--- config.mk ---
export PLATFORM = sky130hd
export DESIGN_NAME = bmp_frame_dumper_flat
export DESIGN_NICKNAME = d
export VERILOG_FILES = /design/src/rtl/bmp_frame_dumper_pkg.sv /design/src/rtl/bmp_frame_dumper_if.sv /design/src/rtl/bmp_frame_dumper_pack.sv /design/src/rtl/bmp_frame_dumper.sv /design/src/flat_wrapper.sv
export SDC_FILE = /design/constraint.sdc
export NUM_CORES = 1
export LEC_CHECK = 0
export ABC_AREA = 1
export CAP_MARGIN = 20
export CORE_MARGIN = 4
export CORE_UTILIZATION = 30
export DETAILED_ROUTE_END_ITERATION = 8
export DONT_BUFFER_PORTS = 1
export SLEW_MARGIN = 30
export SYNTH_ARGS = -nofsm -noshare
export SYNTH_HDL_FRONTEND = slang
export SYNTH_HIERARCHICAL = 1
export SYNTH_SLANG_ARGS = --single-unit
--- constraint.sdc ---
create_clock -name clk -period 4.8 [get_ports clk]
set_input_delay 1.2 -clock clk [delete_from_list [all_inputs] [get_ports clk]]
set_output_delay 1.2 -clock clk [all_outputs]
set_load 0.01 [all_outputs]
--- src/rtl/bmp_frame_dumper_pkg.sv ---
// Shared definitions for the BMP frame dumper: FSM encoding, header layout and header byte generator.
// The trailer states exist only when DUMP_CHECKSUM_EN is defined.
package bmp_dump_pkg;

  localparam int unsigned BMP_HDR_BYTES   = 54;
  localparam int unsigned HDR_OFF_SIZE    = 2;
  localparam int unsigned HDR_OFF_OFFBITS = 10;
  localparam int unsigned HDR_OFF_BISIZE  = 14;
  localparam int unsigned HDR_OFF_WIDTH   = 18;
  localparam int unsigned HDR_OFF_HEIGHT  = 22;
  localparam int unsigned HDR_OFF_PLANES  = 26;
  localparam int unsigned HDR_OFF_BITCNT  = 28;

  typedef enum logic [3:0] {
    S_IDLE, S_HDR, S_HDR_W, S_RD, S_LAT, S_CONV, S_PIX, S_PIX_W, S_PAD, S_PAD_W,
`ifdef DUMP_CHECKSUM_EN
    S_TRL, S_TRL_W,
`endif
    S_DONE
  } state_e;

  // Little-endian header byte idx; all arguments are elaboration constants except idx.
  function automatic logic [7:0] bmp_hdr_byte(input int unsigned idx, input int unsigned w,
                                              input int unsigned h, input int unsigned bpp);
    logic [31:0] rowb, field, sh;
    int unsigned fbase;
    rowb  = ((w * bpp / 8) + 32'd3) & ~32'd3;
    field = 32'd0;
    fbase = idx;
    if (idx == 0)                                                field = 32'h42;
    else if (idx == 1)                                           field = 32'h4D;
    else if (idx >= HDR_OFF_SIZE    && idx < HDR_OFF_SIZE + 4)    begin field = BMP_HDR_BYTES + rowb * h; fbase = HDR_OFF_SIZE;    end
    else if (idx >= HDR_OFF_OFFBITS && idx < HDR_OFF_OFFBITS + 4) begin field = BMP_HDR_BYTES;            fbase = HDR_OFF_OFFBITS; end
    else if (idx >= HDR_OFF_BISIZE  && idx < HDR_OFF_BISIZE + 4)  begin field = 32'd40;                   fbase = HDR_OFF_BISIZE;  end
    else if (idx >= HDR_OFF_WIDTH   && idx < HDR_OFF_WIDTH + 4)   begin field = w;                        fbase = HDR_OFF_WIDTH;   end
    else if (idx >= HDR_OFF_HEIGHT  && idx < HDR_OFF_HEIGHT + 4)  begin field = h;                        fbase = HDR_OFF_HEIGHT;  end
    else if (idx >= HDR_OFF_PLANES  && idx < HDR_OFF_PLANES + 2)  begin field = 32'd1;                    fbase = HDR_OFF_PLANES;  end
    else if (idx >= HDR_OFF_BITCNT  && idx < HDR_OFF_BITCNT + 2)  begin field = bpp;                      fbase = HDR_OFF_BITCNT;  end
    sh = field >> (8 * (idx - fbase));
    return sh[7:0];
  endfunction

endpackage

--- src/rtl/bmp_frame_dumper_if.sv ---
// SRAM read port plus byte-transmitter handshake seen by the BMP frame dumper.
interface bmp_frame_dumper_if #(parameter int ADDR_W = 18);
  logic              mem_oe_n;
  logic [ADDR_W-1:0] mem_addr;
  logic [31:0]       mem_rd;
  logic              tx_start;
  logic [7:0]        tx_data;
  logic              tx_busy;

  modport master (output mem_oe_n, mem_addr, tx_start, tx_data, input  mem_rd, tx_busy);
  modport slave  (input  mem_oe_n, mem_addr, tx_start, tx_data, output mem_rd, tx_busy);
endinterface

--- src/rtl/bmp_frame_dumper_pack.sv ---
// Latches one SRAM word (two RGB565 pixels) and selects output byte idx as BGR or BGR0.
module bmp_pixel_pack #(
  parameter int BPP = 32
) (
  input  logic        clk,
  input  logic        reset_n,
  input  logic        load_i,
  input  logic [31:0] word_i,
  input  logic [2:0]  idx_i,
  output logic [7:0]  byte_o
);

  logic [31:0] word_q;
  logic [15:0] px;
  logic        hi;
  logic [1:0]  comp;

  always_ff @(posedge clk or negedge reset_n) begin
    if (!reset_n)    word_q <= '0;
    else if (load_i) word_q <= word_i;
  end

  // Even pixel first; 3 bytes per pixel at 24 bpp, 4 at 32 bpp.
  always_comb begin
    hi   = 1'b0;
    comp = idx_i[1:0];
    if (BPP == 32) begin
      hi = idx_i[2];
    end else if (idx_i >= 3'd3) begin
      hi   = 1'b1;
      comp = 2'(idx_i - 3'd3);
    end
    px = hi ? word_q[31:16] : word_q[15:0];
    unique case (comp)
      2'd0:    byte_o = {px[4:0], 3'b000};
      2'd1:    byte_o = {px[10:5], 2'b00};
      2'd2:    byte_o = {px[15:11], 3'b000};
      default: byte_o = 8'h00;
    endcase
  end

endmodule

--- src/rtl/bmp_frame_dumper.sv ---
// Streams a captured RGB565 frame out of SRAM as a BMP file, rows bottom-up, one byte per tx handshake.
// DUMP_CHECKSUM_EN appends a 16-bit sum of pixel/pad bytes (low byte first) after the last row.
module bmp_frame_dumper
  import bmp_dump_pkg::*;
#(
  parameter int IMG_W      = 640,
  parameter int IMG_H      = 480,
  parameter int ADDR_W     = 18,
  parameter int BPP        = 32,
  parameter int MEM_RD_LAT = 1
) (
  input  logic              clk,
  input  logic              reset_n,
  input  logic              dump_kick,
  input  logic              dump_abort,
  input  logic [ADDR_W-1:0] base_addr,
  output logic              dump_busy,
  output logic              dump_done,
  output logic [ADDR_W-1:0] rest_words,
  bmp_frame_dumper_if.master bus
);

  localparam int WPR = IMG_W / 2;
  localparam int BPW = BPP / 4;
  localparam int PAD = (BPP == 24) ? ((-(IMG_W * 3)) & 3) : 0;
  localparam int RW  = (IMG_H > 1) ? $clog2(IMG_H) : 1;
  localparam int CW  = (WPR > 1) ? $clog2(WPR) : 1;

  state_e            state_q, state_d;
  logic [2:0]        kick_q;
  logic              abort_q, abort_d;
  logic [RW-1:0]     row_q, row_d;
  logic [ADDR_W-1:0] row_base_q, row_base_d;
  logic [CW-1:0]     col_q, col_d;
  logic [7:0]        cnt_q, cnt_d;
  logic [1:0]        lat_q, lat_d;
  logic [ADDR_W-1:0] rest_q, rest_d;
  logic              oe_n_q, oe_n_d;
  logic [ADDR_W-1:0] addr_q, addr_d;
  logic              start_q, start_d;
  logic [7:0]        data_q, data_d;
`ifdef DUMP_CHECKSUM_EN
  logic [15:0]       sum_q, sum_d;
`endif
  logic              kick_edge, abort_now, load, row_end;
  logic [7:0]        pix_byte;

  bmp_pixel_pack #(.BPP(BPP)) u_pack (
    .clk     (clk),
    .reset_n (reset_n),
    .load_i  (load),
    .word_i  (bus.mem_rd),
    .idx_i   (cnt_q[2:0]),
    .byte_o  (pix_byte)
  );

  assign kick_edge    = kick_q[1] & ~kick_q[2];
  assign abort_now    = abort_q | dump_abort;
  assign dump_busy    = (state_q != S_IDLE) && (state_q != S_DONE);
  assign dump_done    = (state_q == S_DONE);
  assign rest_words   = rest_q;
  assign bus.mem_oe_n = oe_n_q;
  assign bus.mem_addr = addr_q;
  assign bus.tx_start = start_q;
  assign bus.tx_data  = data_q;

  always_ff @(posedge clk or negedge reset_n) begin
    if (!reset_n) begin
      state_q    <= S_IDLE;
      kick_q     <= '0;
      abort_q    <= 1'b0;
      row_q      <= '0;
      row_base_q <= '0;
      col_q      <= '0;
      cnt_q      <= '0;
      lat_q      <= '0;
      rest_q     <= '0;
      oe_n_q     <= 1'b1;
      addr_q     <= '0;
      start_q    <= 1'b0;
      data_q     <= '0;
`ifdef DUMP_CHECKSUM_EN
      sum_q      <= '0;
`endif
    end else begin
      state_q    <= state_d;
      kick_q     <= {kick_q[1:0], dump_kick};
      abort_q    <= abort_d;
      row_q      <= row_d;
      row_base_q <= row_base_d;
      col_q      <= col_d;
      cnt_q      <= cnt_d;
      lat_q      <= lat_d;
      rest_q     <= rest_d;
      oe_n_q     <= oe_n_d;
      addr_q     <= addr_d;
      start_q    <= start_d;
      data_q     <= data_d;
`ifdef DUMP_CHECKSUM_EN
      sum_q      <= sum_d;
`endif
    end
  end

  always_comb begin
    state_d    = state_q;
    abort_d    = abort_q;
    row_d      = row_q;
    row_base_d = row_base_q;
    col_d      = col_q;
    cnt_d      = cnt_q;
    lat_d      = lat_q;
    rest_d     = rest_q;
    oe_n_d     = oe_n_q;
    addr_d     = addr_q;
    start_d    = 1'b0;
    data_d     = data_q;
    load       = 1'b0;
    row_end    = 1'b0;
`ifdef DUMP_CHECKSUM_EN
    sum_d      = sum_q;
`endif
    if (dump_busy) abort_d = abort_now;

    unique case (state_q)
      S_IDLE, S_DONE: begin
        if (kick_edge) begin
          state_d    = S_HDR;
          abort_d    = 1'b0;
          row_d      = RW'(IMG_H - 1);
          row_base_d = ADDR_W'((IMG_H - 1) * WPR);
          col_d      = '0;
          cnt_d      = '0;
          rest_d     = ADDR_W'(WPR * IMG_H);
`ifdef DUMP_CHECKSUM_EN
          sum_d      = '0;
`endif
        end
      end
      S_HDR: begin
        if (!bus.tx_busy) begin
          if (abort_now) state_d = S_DONE;
          else begin
            start_d = 1'b1;
            data_d  = bmp_hdr_byte(32'(cnt_q), IMG_W, IMG_H, BPP);
            state_d = S_HDR_W;
          end
        end
      end
      S_HDR_W: begin
        if (cnt_q == 8'(BMP_HDR_BYTES - 1)) begin
          cnt_d   = '0;
          state_d = S_RD;
        end else begin
          cnt_d   = cnt_q + 8'd1;
          state_d = S_HDR;
        end
      end
      S_RD: begin
        addr_d  = base_addr + row_base_q + ADDR_W'(col_q);
        oe_n_d  = 1'b0;
        rest_d  = rest_q - ADDR_W'(1);
        lat_d   = '0;
        state_d = S_LAT;
      end
      S_LAT: begin
        if (lat_q == 2'(MEM_RD_LAT - 1)) begin
          load    = 1'b1;
          oe_n_d  = 1'b1;
          state_d = S_CONV;
        end else begin
          lat_d = lat_q + 2'd1;
        end
      end
      S_CONV: begin
        cnt_d   = '0;
        state_d = S_PIX;
      end
      S_PIX: begin
        if (!bus.tx_busy) begin
          if (abort_now) state_d = S_DONE;
          else begin
            start_d = 1'b1;
            data_d  = pix_byte;
            state_d = S_PIX_W;
`ifdef DUMP_CHECKSUM_EN
            sum_d   = sum_q + {8'h00, pix_byte};
`endif
          end
        end
      end
      S_PIX_W: begin
        if (cnt_q == 8'(BPW - 1)) begin
          cnt_d = '0;
          if (col_q == CW'(WPR - 1)) begin
            col_d = '0;
            if (PAD != 0) state_d = S_PAD;
            else          row_end = 1'b1;
          end else begin
            col_d   = col_q + CW'(1);
            state_d = S_RD;
          end
        end else begin
          cnt_d   = cnt_q + 8'd1;
          state_d = S_PIX;
        end
      end
      S_PAD: begin
        if (!bus.tx_busy) begin
          if (abort_now) state_d = S_DONE;
          else begin
            start_d = 1'b1;
            data_d  = 8'h00;
            state_d = S_PAD_W;
          end
        end
      end
      S_PAD_W: begin
        if (cnt_q == 8'(PAD - 1)) begin
          cnt_d   = '0;
          row_end = 1'b1;
        end else begin
          cnt_d   = cnt_q + 8'd1;
          state_d = S_PAD;
        end
      end
`ifdef DUMP_CHECKSUM_EN
      S_TRL: begin
        if (!bus.tx_busy) begin
          if (abort_now) state_d = S_DONE;
          else begin
            start_d = 1'b1;
            data_d  = cnt_q[0] ? sum_q[15:8] : sum_q[7:0];
            state_d = S_TRL_W;
          end
        end
      end
      S_TRL_W: begin
        if (cnt_q[0]) state_d = S_DONE;
        else begin
          cnt_d   = cnt_q + 8'd1;
          state_d = S_TRL;
        end
      end
`endif
      default: state_d = S_IDLE;
    endcase

    // Rows go out bottom-up, so the frame ends after row 0.
    if (row_end) begin
      if (row_q == '0) begin
`ifdef DUMP_CHECKSUM_EN
        state_d = S_TRL;
`else
        state_d = S_DONE;
`endif
      end else begin
        row_d      = row_q - RW'(1);
        row_base_d = row_base_q - ADDR_W'(WPR);
        state_d    = S_RD;
      end
    end
  end

endmodule

--- src/flat_wrapper.sv ---
// flat-port wrapper written by rule: the top's interface ports become plain ports
module bmp_frame_dumper_flat import bmp_dump_pkg::*;
#(
  parameter int IMG_W      = 640,
  parameter int IMG_H      = 480,
  parameter int ADDR_W     = 18,
  parameter int BPP        = 32,
  parameter int MEM_RD_LAT = 1
)
  (clk, reset_n, dump_kick, dump_abort, base_addr, dump_busy, dump_done, rest_words, bus_mem_oe_n, bus_mem_addr, bus_tx_start, bus_tx_data, bus_mem_rd, bus_tx_busy);
  bmp_frame_dumper_if #(.ADDR_W(ADDR_W)) bus_i ();
  input  logic clk;
  input  logic reset_n;
  input  logic dump_kick;
  input  logic dump_abort;
  input  logic [ADDR_W-1:0] base_addr;
  output logic dump_busy;
  output logic dump_done;
  output logic [ADDR_W-1:0] rest_words;
  output wire logic [$bits(bus_i.mem_oe_n)-1:0] bus_mem_oe_n;
  output wire logic [$bits(bus_i.mem_addr)-1:0] bus_mem_addr;
  output wire logic [$bits(bus_i.tx_start)-1:0] bus_tx_start;
  output wire logic [$bits(bus_i.tx_data)-1:0] bus_tx_data;
  input wire logic [$bits(bus_i.mem_rd)-1:0] bus_mem_rd;
  input wire logic [$bits(bus_i.tx_busy)-1:0] bus_tx_busy;
  assign bus_mem_oe_n = bus_i.mem_oe_n;
  assign bus_mem_addr = bus_i.mem_addr;
  assign bus_tx_start = bus_i.tx_start;
  assign bus_tx_data = bus_i.tx_data;
  assign bus_i.mem_rd = bus_mem_rd;
  assign bus_i.tx_busy = bus_tx_busy;
  bmp_frame_dumper #(.IMG_W(IMG_W), .IMG_H(IMG_H), .ADDR_W(ADDR_W), .BPP(BPP), .MEM_RD_LAT(MEM_RD_LAT)) u_core (.clk(clk), .reset_n(reset_n), .dump_kick(dump_kick), .dump_abort(dump_abort), .base_addr(base_addr), .dump_busy(dump_busy), .dump_done(dump_done), .rest_words(rest_words), .bus(bus_i));
endmodule
Word level (Yosys, flattened, before mapping)
Index checks and enable logic that the tools add are counted.
{"block": "totals", "ff_bits": 132, "latchBits": 0, "mem_bits_rw": 0, "mem_bits_ro": 0, "output_inout_bits": 48, "word_cells": 187, "memories": 0}
{"block": "op_classes", "n_addsub": 9, "multipliers": 0, "n_div": 0, "order_cmp": 14, "n_eq_ne": 35, "shift": 1, "muxes": 83, "bitwise": 3, "n_reduce_logical": 28}
{"operator": "$mux W32", "count": 11}
{"operator": "$mux W29", "count": 10}
{"operator": "$mux W8", "count": 12}
{"operator": "$mux W18", "count": 5}
{"operator": "$mux W9", "count": 7}
{"operator": "$mux W4", "count": 12}
{"operator": "$pmux W8 S3", "count": 2}
{"operator": "$lt A8 B5 Y1 const B", "count": 5}
{"operator": "$pmux W4 S10", "count": 1}
{"operator": "$pmux W8 S5", "count": 1}
{"operator": "$pmux W18 S2", "count": 1}
{"operator": "$ge A8 B5 Y1 const B", "count": 4}
{"operator": "$shr A32 B32 Y8", "count": 1}
{"operator": "$sub A8 B29 Y29", "count": 1}
{"operator": "$add A18 B18 Y18", "count": 1}
{"operator": "$add A18 B9 Y18", "count": 1}
{"operator": "$pmux W9 S2", "count": 1}
{"operator": "$sub A18 B1 Y18 const B", "count": 1}
{"operator": "$sub A18 B9 Y18 const B", "count": 1}
{"operator": "$eq A4 B3 Y1 const B", "count": 4}
{"operator": "$ge A8 B4 Y1 const B", "count": 2}
{"operator": "$mux W16", "count": 1}
{"operator": "$ne A2 B2 Y1 const B", "count": 7}
{"operator": "$reduce_and A7 Y1", "count": 2}
{"operator": "43 further kinds", "count": 79}

Longest topological paths before layout
{"block": "logic_depth", "depth_word": 19, "ltp_mapped": 25}

By module
Netlist, hierarchy kept.
{"module": "bmp_frame_dumper", "n_inst": 1, "cells_per_inst": 903, "area_each_um2": 6906.6}
{"module": "bmp_pixel_pack", "n_inst": 1, "cells_per_inst": 180, "area_each_um2": 1582.8}

Worst setup path before layout
Ideal clock, no wire load.
{"block": "synth_timing", "path_type": "input to register", "start": "input port base_addr[1]", "end": "register u_core.addr_q[17] (netlist: u_core/bus.mem_addr[17])", "setup_time_ps": 118, "t_arrival_ps": 3351, "required_time_ps": 4682, "setup_slack_ps": 1331, "cell_stages": 13, "n_path_buf": 0, "path_cell_list": "fa_1 ha_1 inv_1 fa_1 inv_1 nand3_1 nand2_1 a21boi_0 o21ai_0 nand3_1 a21oi_1 nand3b_1 nand2_1"}
{"block": "synth_between", "elab_chain_cells": 2}
{"item": "start, declared", "line": "flat_wrapper.sv:16", "rtl": "input logic [ADDR_W-1:0] base_addr;"}
{"item": "$add A18 B18 Y18", "line": "bmp_frame_dumper.sv:160", "rtl": "addr_d = base_addr + row_base_q + ADDR_W'(col_q);"}
{"item": "$add A18 B9 Y18", "line": "bmp_frame_dumper.sv:160"}
{"item": "end signal, assigned", "line": "bmp_frame_dumper.sv:96", "rtl": "addr_q <= addr_d;"}
{"item": "end, declared", "line": "bmp_frame_dumper.sv:39", "rtl": "logic [ADDR_W-1:0] addr_q, addr_d;"}
Every way passes these cells.
A chain may end at the register's enable or synchronous reset.

Worst setup path in the final report
{"block": "layout_timing", "start": "register u_core.cnt_q[1]", "end": "register u_core.data_q[3] (netlist: u_core/bus.tx_data[3])"}
{"block": "layout_between", "elab_chain_cells": 19, "word_cells_on_any_way": 57}
{"item": "start, declared", "line": "bmp_frame_dumper.sv:35", "rtl": "logic [7:0] cnt_q, cnt_d;"}
{"item": "start signal, assigned", "line": "bmp_frame_dumper.sv:92", "rtl": "cnt_q <= cnt_d;"}
{"item": "$ge A8 B5 Y1 / $lt A8 B5 Y1 (equally long branches)", "line": "bmp_frame_dumper_pkg.sv:38", "rtl": "else if (idx >= HDR_OFF_BITCNT && idx < HDR_OFF_BITCNT + 2) begin field = bpp; fbase = HDR_OFF_BITCNT; end"}
{"item": "$logic_and A1 B1 Y1", "line": "bmp_frame_dumper_pkg.sv:38"}
{"item": "$mux W8", "line": "bmp_frame_dumper_pkg.sv:38"}
{"item": "$mux W8", "line": "bmp_frame_dumper_pkg.sv:37", "rtl": "else if (idx >= HDR_OFF_PLANES && idx < HDR_OFF_PLANES + 2) begin field = 32'd1; fbase = HDR_OFF_PLANES; end"}
{"item": "$mux W29", "line": "bmp_frame_dumper_pkg.sv:36", "rtl": "else if (idx >= HDR_OFF_HEIGHT && idx < HDR_OFF_HEIGHT + 4) begin field = h; fbase = HDR_OFF_HEIGHT; end"}
{"item": "$mux W29", "line": "bmp_frame_dumper_pkg.sv:35", "rtl": "else if (idx >= HDR_OFF_WIDTH && idx < HDR_OFF_WIDTH + 4) begin field = w; fbase = HDR_OFF_WIDTH; end"}
{"item": "$mux W29", "line": "bmp_frame_dumper_pkg.sv:34", "rtl": "else if (idx >= HDR_OFF_BISIZE && idx < HDR_OFF_BISIZE + 4) begin field = 32'd40; fbase = HDR_OFF_BISIZE; end"}
{"item": "$mux W29", "line": "bmp_frame_dumper_pkg.sv:33", "rtl": "else if (idx >= HDR_OFF_OFFBITS && idx < HDR_OFF_OFFBITS + 4) begin field = BMP_HDR_BYTES; fbase = HDR_OFF_OFF ..."}
{"item": "[3 not listed]"}
{"item": "$mux W29", "line": "bmp_frame_dumper.sv:142", "rtl": "if (abort_now) state_d = S_DONE;"}
{"item": "$mux W29", "line": "bmp_frame_dumper.sv:141", "rtl": "if (!bus.tx_busy) begin"}
{"item": "$mux W29", "line": "bmp_frame_dumper.sv:125", "rtl": "unique case (state_q)"}
{"item": "$sub A8 B29 Y29", "line": "bmp_frame_dumper_pkg.sv:39", "rtl": "sh = field >> (8 * (idx - fbase));"}
{"item": "$shr A32 B32 Y8", "line": "bmp_frame_dumper_pkg.sv:39"}
{"item": "$mux W8", "line": "bmp_frame_dumper.sv:142"}
{"item": "$mux W8", "line": "bmp_frame_dumper.sv:141"}
{"item": "$pmux W8 S3 (*)", "line": "bmp_frame_dumper.sv:125"}
{"item": "end signal, assigned", "line": "bmp_frame_dumper.sv:98", "rtl": "data_q <= data_d;"}
{"item": "end, declared", "line": "bmp_frame_dumper.sv:41", "rtl": "logic [7:0] data_q, data_d;"}
Mark *: on every way between the ends. The rest lies on a longest branch, timed or not. The select of a mux whose other input is x is not followed.

==> flow_summary.ini <==
[run_status]
status = complete, no violations

[clock_network]
clockRootBuffer = clkbuf_16
cts_buffers = 17
clock-sinks = 132
clk_latency_ns = 0.42
clockBufferDepth = 2
h-tree-depth = 4
path_clk_slew_ns = 0.07
cts_tree = built
ctsResizeCount = 0
cts_setup_buffers = 0
cts.hold.buffers_added = 0

[synth]
synth_cell_types = 61
ys_seq_elements = 132
synth_area_leaders = dfrtp_1 39%, nand2_1 9.9%, inv_1 6.7%
synth_simple_gate_area_share_pct = 26.1
syn_inst = 1083
synth-adder-area-share_pct = 8.87
yosys_warnings = 6
synth_top_family_by_area = simple AND/OR/NAND/NOR gates
synthXorXnorAreaFrac_pct = 1.24
synth_most_common_cell = nand2_1
synth_top_area_cell = dfrtp_1
synthMuxAreaShare_pct = 2.15
synth_compound_area_share_pct = 13.3
synth_commonest_cells = 225 x nand2_1, 152 x inv_1, 131 x dfrtp_1
async_flop_share_pct = 100
synth_edf_count = 0
synth.avg_cell_area_um2 = 7.84
seq_area_frac_synth_pct = 38.9
synth_area_um2 = 8490
synth_top_area_share_pct = 38.6
synth_flop_cell = dfrtp_1

[sta]
final_hold_viol_count = 0
skew_ns = 0.0158
fmax_mhz = 247
final_max_slew_viol_count = 0
slew_headroom_pct = 41.9
post-route-period-util_pct = 84.2
period_minus_slack_ns = 4.04
rsz0062_at_grt = false
fin_setup_tns_ns = 0
finalSetupViolations = 0
tightest_slew_ns = 0.868

[power]
peakVddDrop_mv = 0.243
leakagePower_nw = 4.47
power_density_nw_per_um2 = 543

[layout]
drive_above_1_share_pct = 9.49
nets = 1191
final_util_pct = 33.8
n_antenna_cell = 0
fillers = 2919
area_delta_synth_final_pct = 10.8

[grt]
antenna_found_initial = 0
grt_pass1_wl_um = 34300
grt_pass1_vias = 6843
grt_overflow = 0
grt_max_degree = 133
grtUsageTotal_pct = 13.6

[drt]
drc = 0
vias = 7031
wl_um = 20700
avgViaCountPerCell = 4.77
firstDrtPassIters = 5
routedWlPerCell_um = 14.0
ant_nets = 0
m1WireLength_um = 9770
wl_met3_um = 1090
highest_layer = met4
wl_met2_um = 9520
drt_iter0_drc = 466

[worst_setup_path]
crit_buf_inv = 2
slowest_stage = dfrtp_1
reg2reg_depth = 21
crit_arrival_ns = 4.38
required_ns = 5.14
critPathMaxStageDelay_ns = 0.51
path_depth = 21
critical_path_class = reg -> reg
cp_max_fo = 10
startpoint_type = flop
end_kind = flop
r2r_setup_slack_ns = 0.76
path_cells = inv_1 > ha_1 > nand2_1 > nor2_1 > nor2_1 > a21oi_1 > ha_1 > nand2_1 > nor2_1 > nand2_1 > nand3_1 > nand3_1 > nand2_1 > fa_1 > nor2_1 > nand3_1 > nor2_1 > nand2_1 > inv_1 > o211ai_1 > a21oi_1
crit_family = simple AND/OR/NAND/NOR gates

[placement]
port_buffers = 0
gp_congestion = 0.902
dp_hpwl_um = 15400

[die]
die_area_um2 = 31100
ios = 103
die_y_um = 176
row_count = 61
die_w_um = 176
start_util_pct = 30.5
core_area_um2 = 27900

[flow_run]
timing.max_cap.violations = 0

[hold_path]
hold_class = reg -> reg
min_path_cells = 0
## cells in the final DEF (no fill, tap or decap), types with 10 or more instances in the layout
master	count
a21oi_1	62
clkbuf_16	17
dfrtp_1	131
fa_1	12
ha_1	41
inv_1	152
inv_2	15
mux2_4	10
nand2_1	225
nand3_1	82
nand4_1	18
nor2_1	105
nor3_1	13
o21ai_0	72
o22ai_1	12
## cell type report
cell class                 instances  area (um2)  area share (%)
sequential                       132        3300            35.1
clock buffer                      17         425            4.52
timing repair buffer               2        15.0           0.160
tap                              378         473            5.03
clock inverter                    15         141            1.50
multi-input combinational        761        4400            46.8
inverter                         169         644            6.85
## metrics by stage
stage	power, W	std cells	cell area [um2]	setup WS, ns	hold WS (ns)
2_1_floorplan	0.00340	1084	8490	1.33	0.331
3_3_place_gp	0.00384	1442	8840	0.909	0.339
3_5_place_dp	0.00387	1442	8840	0.836	0.341
4_1_cts	0.00517	1474	9410	0.757	0.356
5_1_grt	0.00557	1474	9410	0.334	0.359
6_report	0.00511	1474	9410	0.757	0.352
## sequential cells by signal, indices dropped and copies added, names as in the netlist
name	cells
u_core/row_q	9
u_core/col_q	9
u_core/kick_q	3
u_core/rest_words	18
u_core/bus.tx_data	8
u_core/lat_q	2
u_core/cnt_q	8
u_core/row_base_q	18
u_core/bus.tx_start	1
u_core/abort_q	1
u_core/state_q	4
u_core/u_pack/word_q	32
u_core/bus.mem_oe_n	1
u_core/bus.mem_addr	18
## where the power goes
part           switching (W)  internal [W]
clock               0.000569      0.000686
sequential          0.000368       0.00147
combinational        0.00129      0.000731
total                0.00222       0.00289
## cells by family (layout without fill, tap and decap cells)
| kind of cell | Yosys count | count (layout) |
|---|---|---|
| and+or+nand+nor | 486 | 486 |
| AOI/OAI and AO/OA | 195 | 195 |
| buffers and inverters | 191 | 203 |
| DFF | 132 | 132 |
| adders and majority gates | 53 | 53 |
| muxes | 13 | 13 |
| xor gates and xnor gates | 12 | 12 |
| other | 1 | 2 |
## path summary, 6_finish.rpt
| path | from | endpoint |
|---|---|---|
| setup / recovery | u_core/cnt_q[1] | u_core/bus.tx_data[3] |
| hold / removal | u_core/kick_q[0] | u_core/kick_q[1] |
| setup reg to reg | u_core/cnt_q[1] | u_core/bus.tx_data[3] |
| hold reg to reg | u_core/kick_q[0] | u_core/kick_q[1] |
| max in group asynchronous | reset_n | u_core/bus.mem_oe_n |
| min in group asynchronous | reset_n | u_core/bus.mem_addr[11] |
## per-layer routing
layer,GRT usage (%),vias up
li1,-,3563
met1,18.0,3302
met2,21.7,147
met3,4.07,19
met4,3.87,0
met5,0,-
No activity file was read; power rests on OpenSTA's default activity.
